$ cat src/rtl/tdc_meas_ctrl_if.sv
// rtl/tdc_meas_ctrl_if.sv - result stream bundle between tdc_meas_ctrl and its readout consumer
interface tdc_meas_ctrl_if #(
  parameter int DATA_WIDTH = 32
);
  logic                  res_valid;
  logic                  res_ready;
  logic [DATA_WIDTH-1:0] res_coarse;
  logic [3:0]            res_idx;
  logic                  res_timeout;

  modport master (
    output res_valid,
    output res_coarse,
    output res_idx,
    output res_timeout,
    input  res_ready
  );

  modport slave (
    input  res_valid,
    input  res_coarse,
    input  res_idx,
    input  res_timeout,
    output res_ready
  );
endinterface

$ cat src/rtl/tdc_meas_ctrl.sv
// rtl/tdc_meas_ctrl.sv - TDC coarse-path measurement sequencer (arm/start/stop to clr/latch/result)
// Define TDC_CTRL_TIMEOUT_EN to build the RUN timeout counter and the TOUT record path.
module tdc_meas_ctrl #(
  parameter int DATA_WIDTH     = 32,
  parameter int MAX_STOPS      = 4,
  parameter int TIMEOUT_CYCLES = 1000
) (
  input  logic                  clk,
  input  logic                  rst,
  input  logic                  arm,
  input  logic                  start_hit,
  input  logic                  stop_hit,
  input  logic [DATA_WIDTH-1:0] coarse_time,
  output logic                  cnt_clr,
  output logic                  cnt_latch,
  output logic                  busy,
  output logic                  drop_err,
  tdc_meas_ctrl_if.master       res
);
  typedef enum logic [1:0] {S_IDLE, S_ARMED, S_RUN, S_TOUT} state_t;

  localparam logic [3:0] LAST_STOP = 4'(MAX_STOPS - 1);

  if (MAX_STOPS < 1 || MAX_STOPS > 15 || TIMEOUT_CYCLES < 4) begin : g_param_check
    $error("tdc_meas_ctrl: parameter out of range");
  end

  state_t                state;
  logic [3:0]            stop_cnt;
  logic [3:0]            lat_idx;
  logic                  cap_v;
  logic [3:0]            cap_idx;
  logic                  out_valid;
  logic [DATA_WIDTH-1:0] out_coarse;
  logic [3:0]            out_idx;
  logic                  out_free;

`ifdef TDC_CTRL_TIMEOUT_EN
  localparam int TW = $clog2(TIMEOUT_CYCLES);
  localparam logic [TW-1:0] TOUT_LAST = TW'(TIMEOUT_CYCLES - 1);
  logic [TW-1:0] tcnt;
  logic          out_timeout;
  assign res.res_timeout = out_timeout;
`else
  assign res.res_timeout = 1'b0;
`endif

  assign out_free       = !out_valid || res.res_ready;
  assign res.res_valid  = out_valid;
  assign res.res_coarse = out_coarse;
  assign res.res_idx    = out_idx;

  always_ff @(posedge clk) begin
    if (rst) begin
      state      <= S_IDLE;
      busy       <= 1'b0;
      cnt_clr    <= 1'b0;
      cnt_latch  <= 1'b0;
      drop_err   <= 1'b0;
      stop_cnt   <= 4'd0;
      lat_idx    <= 4'd0;
      cap_v      <= 1'b0;
      cap_idx    <= 4'd0;
      out_valid  <= 1'b0;
      out_coarse <= '0;
      out_idx    <= 4'd0;
`ifdef TDC_CTRL_TIMEOUT_EN
      tcnt        <= '0;
      out_timeout <= 1'b0;
`endif
    end else begin
      cnt_clr   <= 1'b0;
      cnt_latch <= 1'b0;
      cap_v     <= cnt_latch;
      cap_idx   <= lat_idx;

      if (out_valid && res.res_ready) out_valid <= 1'b0;

      // The counter holds the value one cycle short of the stop, hence +1.
      if (cap_v) begin
        if (out_free) begin
          out_valid  <= 1'b1;
          out_coarse <= coarse_time + DATA_WIDTH'(1);
          out_idx    <= cap_idx;
`ifdef TDC_CTRL_TIMEOUT_EN
          out_timeout <= 1'b0;
`endif
        end else begin
          drop_err <= 1'b1;
        end
      end

      case (state)
        S_IDLE: begin
          if (arm) begin
            state <= S_ARMED;
            busy  <= 1'b1;
          end
        end
        S_ARMED: begin
          if (start_hit) begin
            state    <= S_RUN;
            cnt_clr  <= 1'b1;
            stop_cnt <= 4'd0;
`ifdef TDC_CTRL_TIMEOUT_EN
            tcnt <= '0;
`endif
          end
        end
        S_RUN: begin
          if (stop_hit) begin
            cnt_latch <= 1'b1;
            lat_idx   <= stop_cnt;
            stop_cnt  <= stop_cnt + 4'd1;
            if (stop_cnt == LAST_STOP) begin
              state <= S_IDLE;
              busy  <= 1'b0;
            end
          end
`ifdef TDC_CTRL_TIMEOUT_EN
          // Saturating count: a stop on the expiry cycle defers expiry by one cycle.
          else if (tcnt == TOUT_LAST) begin
            state <= S_TOUT;
          end
          if (tcnt != TOUT_LAST) tcnt <= tcnt + TW'(1);
`endif
        end
`ifdef TDC_CTRL_TIMEOUT_EN
        S_TOUT: begin
          if (!cnt_latch && !cap_v && out_free) begin
            out_valid   <= 1'b1;
            out_coarse  <= '0;
            out_idx     <= stop_cnt;
            out_timeout <= 1'b1;
            state       <= S_IDLE;
            busy        <= 1'b0;
          end
        end
`endif
        default: begin
          state <= S_IDLE;
          busy  <= 1'b0;
        end
      endcase
    end
  end
endmodule

$ cat src/flat_wrapper.sv
// flat-port wrapper written by rule: the top's interface ports become plain ports
module tdc_meas_ctrl_flat 
#(
  parameter int DATA_WIDTH     = 32,
  parameter int MAX_STOPS      = 4,
  parameter int TIMEOUT_CYCLES = 1000
)
  (clk, rst, arm, start_hit, stop_hit, coarse_time, cnt_clr, cnt_latch, busy, drop_err, res_res_valid, res_res_coarse, res_res_idx, res_res_timeout, res_res_ready);
  tdc_meas_ctrl_if #(.DATA_WIDTH(DATA_WIDTH)) res_i ();
  input  logic clk;
  input  logic rst;
  input  logic arm;
  input  logic start_hit;
  input  logic stop_hit;
  input  logic [DATA_WIDTH-1:0] coarse_time;
  output logic cnt_clr;
  output logic cnt_latch;
  output logic busy;
  output logic drop_err;
  output wire logic [$bits(res_i.res_valid)-1:0] res_res_valid;
  output wire logic [$bits(res_i.res_coarse)-1:0] res_res_coarse;
  output wire logic [$bits(res_i.res_idx)-1:0] res_res_idx;
  output wire logic [$bits(res_i.res_timeout)-1:0] res_res_timeout;
  input wire logic [$bits(res_i.res_ready)-1:0] res_res_ready;
  assign res_res_valid = res_i.res_valid;
  assign res_res_coarse = res_i.res_coarse;
  assign res_res_idx = res_i.res_idx;
  assign res_res_timeout = res_i.res_timeout;
  assign res_i.res_ready = res_res_ready;
  tdc_meas_ctrl #(.DATA_WIDTH(DATA_WIDTH), .MAX_STOPS(MAX_STOPS), .TIMEOUT_CYCLES(TIMEOUT_CYCLES)) u_core (.clk(clk), .rst(rst), .arm(arm), .start_hit(start_hit), .stop_hit(stop_hit), .coarse_time(coarse_time), .cnt_clr(cnt_clr), .cnt_latch(cnt_latch), .busy(busy), .drop_err(drop_err), .res(res_i));
endmodule
$ cat config.mk
export PLATFORM = sky130hd
export DESIGN_NAME = tdc_meas_ctrl_flat
export DESIGN_NICKNAME = d
export VERILOG_FILES = /design/src/rtl/tdc_meas_ctrl_if.sv /design/src/rtl/tdc_meas_ctrl.sv /design/src/flat_wrapper.sv
export SDC_FILE = /design/constraint.sdc
export NUM_CORES = 1
export LEC_CHECK = 0
export ABC_AREA = 1
export CORE_ASPECT_RATIO = 1.1
export CORE_MARGIN = 4
export CORE_UTILIZATION = 44
export DETAILED_ROUTE_END_ITERATION = 10
export GPL_TIMING_DRIVEN = 0
export PLACE_DENSITY = 0.77
export SLEW_MARGIN = 10
export SYNTH_ARGS = -nofsm -noshare
export SYNTH_HDL_FRONTEND = slang
export SYNTH_SLANG_ARGS = --single-unit
$ cat constraint.sdc
create_clock -name clk -period 1.3 [get_ports clk]
set_input_delay 0.26 -clock clk [delete_from_list [all_inputs] [get_ports clk]]
set_output_delay 0.26 -clock clk [all_outputs]
set_load 0.02 [all_outputs]
### Yosys cells after proc, flatten, opt, wreduce, memory -nomap -nowiden

Cells that the tools add are included.

| operators by class | value |
|---|---|
| equal/unequal tests | 7 |
| multipliers | 0 |
| bitwise logic cells | 3 |
| $lt $le $gt $ge | 0 |
| divide/modulo/power cells | 0 |
| muxes and demuxes | 17 |
| reductions and logical operators | 13 |
| $add $sub $neg | 2 |
| shift-type cells | 0 |

Operators with widths:

| cell | number |
|---|---|
| adder 32 x 1 -> 32 bit (second input constant) | 1 |
| two-way mux 1 bit | 8 |
| two-way mux 2 bit | 4 |
| two-way mux 4 bit | 2 |
| one-hot mux 4 bit (2 select lines) | 1 |
| AND reduction 4 bit | 2 |
| inequality test 2 bit (second input constant) | 3 |
| one-hot mux 2 bit (3 select lines) | 1 |
| AND reduction 2 bit | 3 |
| adder 4 x 1 -> 4 bit (second input constant) | 1 |
| equality test 4 x 2 -> 1 bit (second input constant) | 1 |
| OR reduction 2 bit | 2 |
| NOT 1 bit | 3 |
| one-hot mux 1 bit (3 select lines) | 1 |
| AND reduction 3 bit | 1 |
| equality test 2 x 1 -> 1 bit (second input constant) | 1 |
| equality test 2 bit (second input constant) | 1 |
| logical NOT 2 bit | 1 |
| inequality test 2 x 1 -> 1 bit (second input constant) | 1 |
| nonzero test 2 bit | 1 |
| logical AND 1 bit | 1 |
| logical NOT 1 bit | 1 |
| logical OR 1 bit | 1 |

| word-level totals | value |
|---|---|
| output and inout port bits | 42 |
| bits in writable memories | 0 |
| memory bits (read-only) | 0 |
| bits of input ports | 38 |
| memories kept | 0 |
| flip-flop bits (word level) | 56 |
| bits in latches | 0 |

### Longest topological paths before layout

| logic depth | value |
|---|---|
| depth after elaboration | 4 |
| gate-level depth with buffers | 10 |

### Worst setup path before layout

OpenSTA, ideal clock, no wires.

| timing | value |
|---|---|
| path kind | register to register |
| start | register u_core.out_valid, in the netlist u_core.res.res_valid |
| end | register u_core.out_coarse[8], in the netlist u_core.res.res_coarse[8] |
| arrival | 1.202 ns |
| clock period less this slack | 1.317 ns |
| path buffers | 1 |
| library setup time | 0.116 ns |
| setup slack | -0.017 ns |
| stages on the path, launching flop included | 9 |
| cells stage by stage | dfxtp_1 nand2_1 nand2_1 inv_2 buf_2 nor2_1 nor2_1 o21ai_0 inv_1 |

| on the way | value |
|---|---|
| longest elaborated chain between the ends | 3 |

Ends and longest elaborated chain:

| item | RTL line | RTL |
|---|---|---|
| start, declared | tdc_meas_ctrl.sv:33 | `logic out_valid;` |
| start signal, assigned | tdc_meas_ctrl.sv:64 | `out_valid <= 1'b0;` |
| start signal, assigned | tdc_meas_ctrl.sv:77 | `if (out_valid && res.res_ready) out_valid <= 1'b0;` |
| start signal, assigned | tdc_meas_ctrl.sv:82 | `out_valid <= 1'b1;` |
| logical NOT 1 bit | tdc_meas_ctrl.sv:48 | `assign out_free = !out_valid \|\| res.res_ready;` |
| logical OR 1 bit | tdc_meas_ctrl.sv:48 |  |
| AND reduction 2 bit (no line) | - |  |
| end signal, assigned | tdc_meas_ctrl.sv:83 | `out_coarse <= coarse_time + DATA_WIDTH'(1);` |
| end, declared | tdc_meas_ctrl.sv:34 | `logic [DATA_WIDTH-1:0] out_coarse;` |

No other way between the ends.
A chain may end at the register's enable or synchronous reset.

### Worst setup path in the final report

| timing | value |
|---|---|
| start | register u_core.out_coarse[6], in the netlist u_core.res.res_coarse[6] |
| end | output port res_res_coarse[6] |

RTL lines:

| item | RTL line | RTL |
|---|---|---|
| end, declared | flat_wrapper.sv:21 | `output wire logic [$bits(res_i.res_coarse)-1:0] res_res_coarse;` |

No word-level cell between the ends.

==> results by group <==
Run status
  – Status: completed

Global route
  – Vias in the first global route: 3,009
  – Total GRT Usage: 0.208
  – First-pass GRT wire length: 13,500 um
  – Antenna violations before repair: 0
  – Grt ovf: 0
  – Largest net degree at the start of global routing: 19

Timing
  – Final WS setup: about 35 ps
  – Final Critical Period: 1260 ps
  – Final setup viols: 0
  – Setup TNS: 0 ps
  – Final number of hold-violating endpoints: 0
  – FMAX: about 790 MHz
  – Worst Clk Skew: 7.35 ps
  – Max-slew violations: 0
  – Period utilization: 0.973

Critical path
  – Slowest CP cell: dfxtp_1
  – Crit path arrival time: 1000 ps
  – Max Fanout on Critical Path: 2
  – CP cell instances: clkdlybuf4s15_1
  – CP endpoint kind: output pin
  – Top delay family on crit path: flip-flops
  – CP startpoint kind: flop
  – Max incr delay on CP: 380 ps
  – Kind of critical path: flop to output pin
  – Buf+Inv Stages, Crit Path: 1
  – Worst EP required: 1040 ps

Power
  – Total Power: between 3 and 4 mW
  – Pleak: 2.02 nW
  – PD cells: 821 nW/um^2
  – Max VDD drop: 0.530 mV

Clocking
  – Clock-pin slew on the worst setup and hold paths: 100 ps
  – Cts hold-fix bufs: 0
  – Maximum root-to-sink buffer count: 2
  – Root Buffer: clkbuf_8
  – Inserted Clock Buffers: 5
  – H-tree lvl count: 2
  – Worst-skew pair later-pin latency: 320 ps
  – TritonCTS clock tree: built
  – Clk sinks: 56

Floorplanning
  – Initial core utilization: 0.454
  – Die area: 8200 sq um
  – I/O Pins: 80
  – Die W: a little under 90 um
  – # rows: 31
  – Die height: 94.6 um
  – Core area: about 6600 sq um

Placement
  – Placer Congestion: 0.906
  – HPWL Detailed: 6650 um
  – DP Worst Slack: -769 ps
  – IO buf count: 77
  – Placed cells: 637
  – Placed cell areas: 3870 sq um

Synth
  – Area contributors post-synth: dfxtp_1 37%, nor2_1 15%, nand2_1 14%
  – Mean Syn Cell Area: between 6 and 7 sq um
  – Synthesized area: 3000 sq um
  – EDFF count, synth: 0
  – Synth area leader: dfxtp_1
  – Post-synth top flop: dfxtp_1
  – Yosys cell types: 28
  – Yosys warns: 0
  – Post-Synthesis Cells: 478
  – Synth async-reset ratio: 0
  – Yosys top cell area share: 0.374
  – Syn nets: 518
  – Yosys reg bits: 56
  – Post-synthesis sequential area ratio: 0.374

Detailed routing
  – # DRC: 0
  – Via-to-Cell Ratio: 4.83
  – Drt total wl: 8610 um
  – Vias: 3,146
  – WL/cell: 13.2 um
  – Initial DRC Count: 109
  – Routed Antenna Nets: 0
  – 1st-pass router iterations: 4

Hold path
  – Min-Delay Path Class: input port to flop

Layout
  – Antenna diodes: 0
  – Storage cell area: 1120 sq um
  – Final Non-Filler Cells: about 650
  – Area grow syn2layout: 39.6%
  – Final instance area: 4180 sq um
  – Layout cells sized above 1: 0.148
  – Post-layout nets: 608
  – Multi-input gate area: 1710 sq um
  – Fillcell total: between 600 and 700

Job
  – Max Cap Viol: 0
==> registers in the layout, indices dropped and copies added (netlist names) <==
name and cells:
u_core.res.res_coarse 32, u_core.cap_idx 4, u_core.lat_idx 4, u_core.res.res_idx 4
u_core.stop_cnt 4, u_core.state 2, u_core.busy 1, u_core.cap_v 1
u_core.cnt_clr 1, u_core.cnt_latch 1, u_core.drop_err 1, u_core.res.res_valid 1
==> metal layers <==
metal,vias up,routed length [um],track usage,part of all wire
met5,-,0,0,0
met4,0,129,0.0584,0.015
met3,13,498,0.0340,0.058
met2,87,4240,0.371,0.49
met1,1406,3740,0.259,0.43
li1,1640,-,-,-
==> power breakdown <==
| part | internal, mW | switching [mW] |
|---|---|---|
| Clock | 0.586 | 0.633 |
| Combinational | 0.179 | 0.274 |
| Sequential | 1.75 | 0.0150 |
| Total | 2.51 | 0.922 |
==> placed cells by master (no fill, tap or decap), types with 2 or more instances in the layout <==
cell             instances
clkbuf_8                 5
o21ai_0                 23
nand3_2                  2
a21oi_1                 20
or2_0                    2
xor2_1                   5
nand2_2                 13
dlygate4sd2_1           37
nand2_1                 99
nor3_1                   3
nand2_4                  2
buf_6                    3
clkdlybuf4s50_1          4
buf_4                    5
xnor2_1                  4
inv_8                    2
dlymetal6s2s_1          10
nor2_4                   8
clkbuf_2                 3
buf_8                    2
nand3_1                 30
buf_2                    3
nor2_1                  92
clkbuf_1                 4
o21a_1                   2
inv_1                   63
nor2_2                  29
clkdlybuf4s15_1         21
dfxtp_1                 56
nand3b_1                 4
==> logic make-up after synthesis <==
family / Yosys count / synth area share
flip-flops: 56 / 0.374
adder cells (fa/ha/maj): 2 / 0.00835
buffers and inverters: 76 / 0.101
AND/OR/NAND/NOR: 286 / 0.405
XOR/XNOR: 10 / 0.0292
AO/OA/AOI/OAI: 47 / 0.0810
other: 1 / 0.00125
==> layout make-up <==
type	count	share of cell area
well taps	82	0.0245
repair buffers	82	0.186
multi-input cells	346	0.409
repair inverters	1	0.00150
flip-flops and latches	56	0.268
clock buffers	5	0.0164
plain buffers	12	0.0239
inverters	64	0.0592
clock inverters	3	0.0111
==> cells in the mapped netlist, types with 5 or more instances <==
cell type	count
o21ai_0	24
xor2_1	6
a21oi_1	20
nand2_1	110
nor2_4	5
dfxtp_1	56
nor2_1	119
nor2_2	5
nand3_1	31
buf_2	5
inv_1	63
==> what timing repair did <==
item	CTS	global route
pin swaps	11	13
setup endpoints to repair	74	58
hold endpoints to repair	0	0
gates cloned	0	2
resized for setup	96	70
buffers inserted	2	2
==> metrics by stage <==
stage	util	hold WS [ps]
3_3_place_gp	0.587	405
5_1_grt	0.635	213
4_1_cts	0.609	250
6_report	0.635	200
2_1_floorplan	-	350
3_5_place_dp	0.587	416
==> final timing paths <==
path                                                       startpoint                                     to  slack, ps  depth (start not counted)
worst max-delay path            u_core.res.res_coarse[6]$_SDFFE_PP0P_                      res_res_coarse[6]         40                          1
worst min-delay path                                   coarse_time[0]  u_core.res.res_coarse[0]$_SDFFE_PP0P_        200                          2
worst max register to register           u_core.state[0]$_SDFFE_PP0P_        u_core.stop_cnt[0]$_SDFFE_PP0P_        120                          6
worst min register to register            u_core.cnt_latch$_SDFF_PP0_                u_core.cap_v$_SDFF_PP0_        430                          2
No activity file was read; power rests on OpenSTA's default activity.
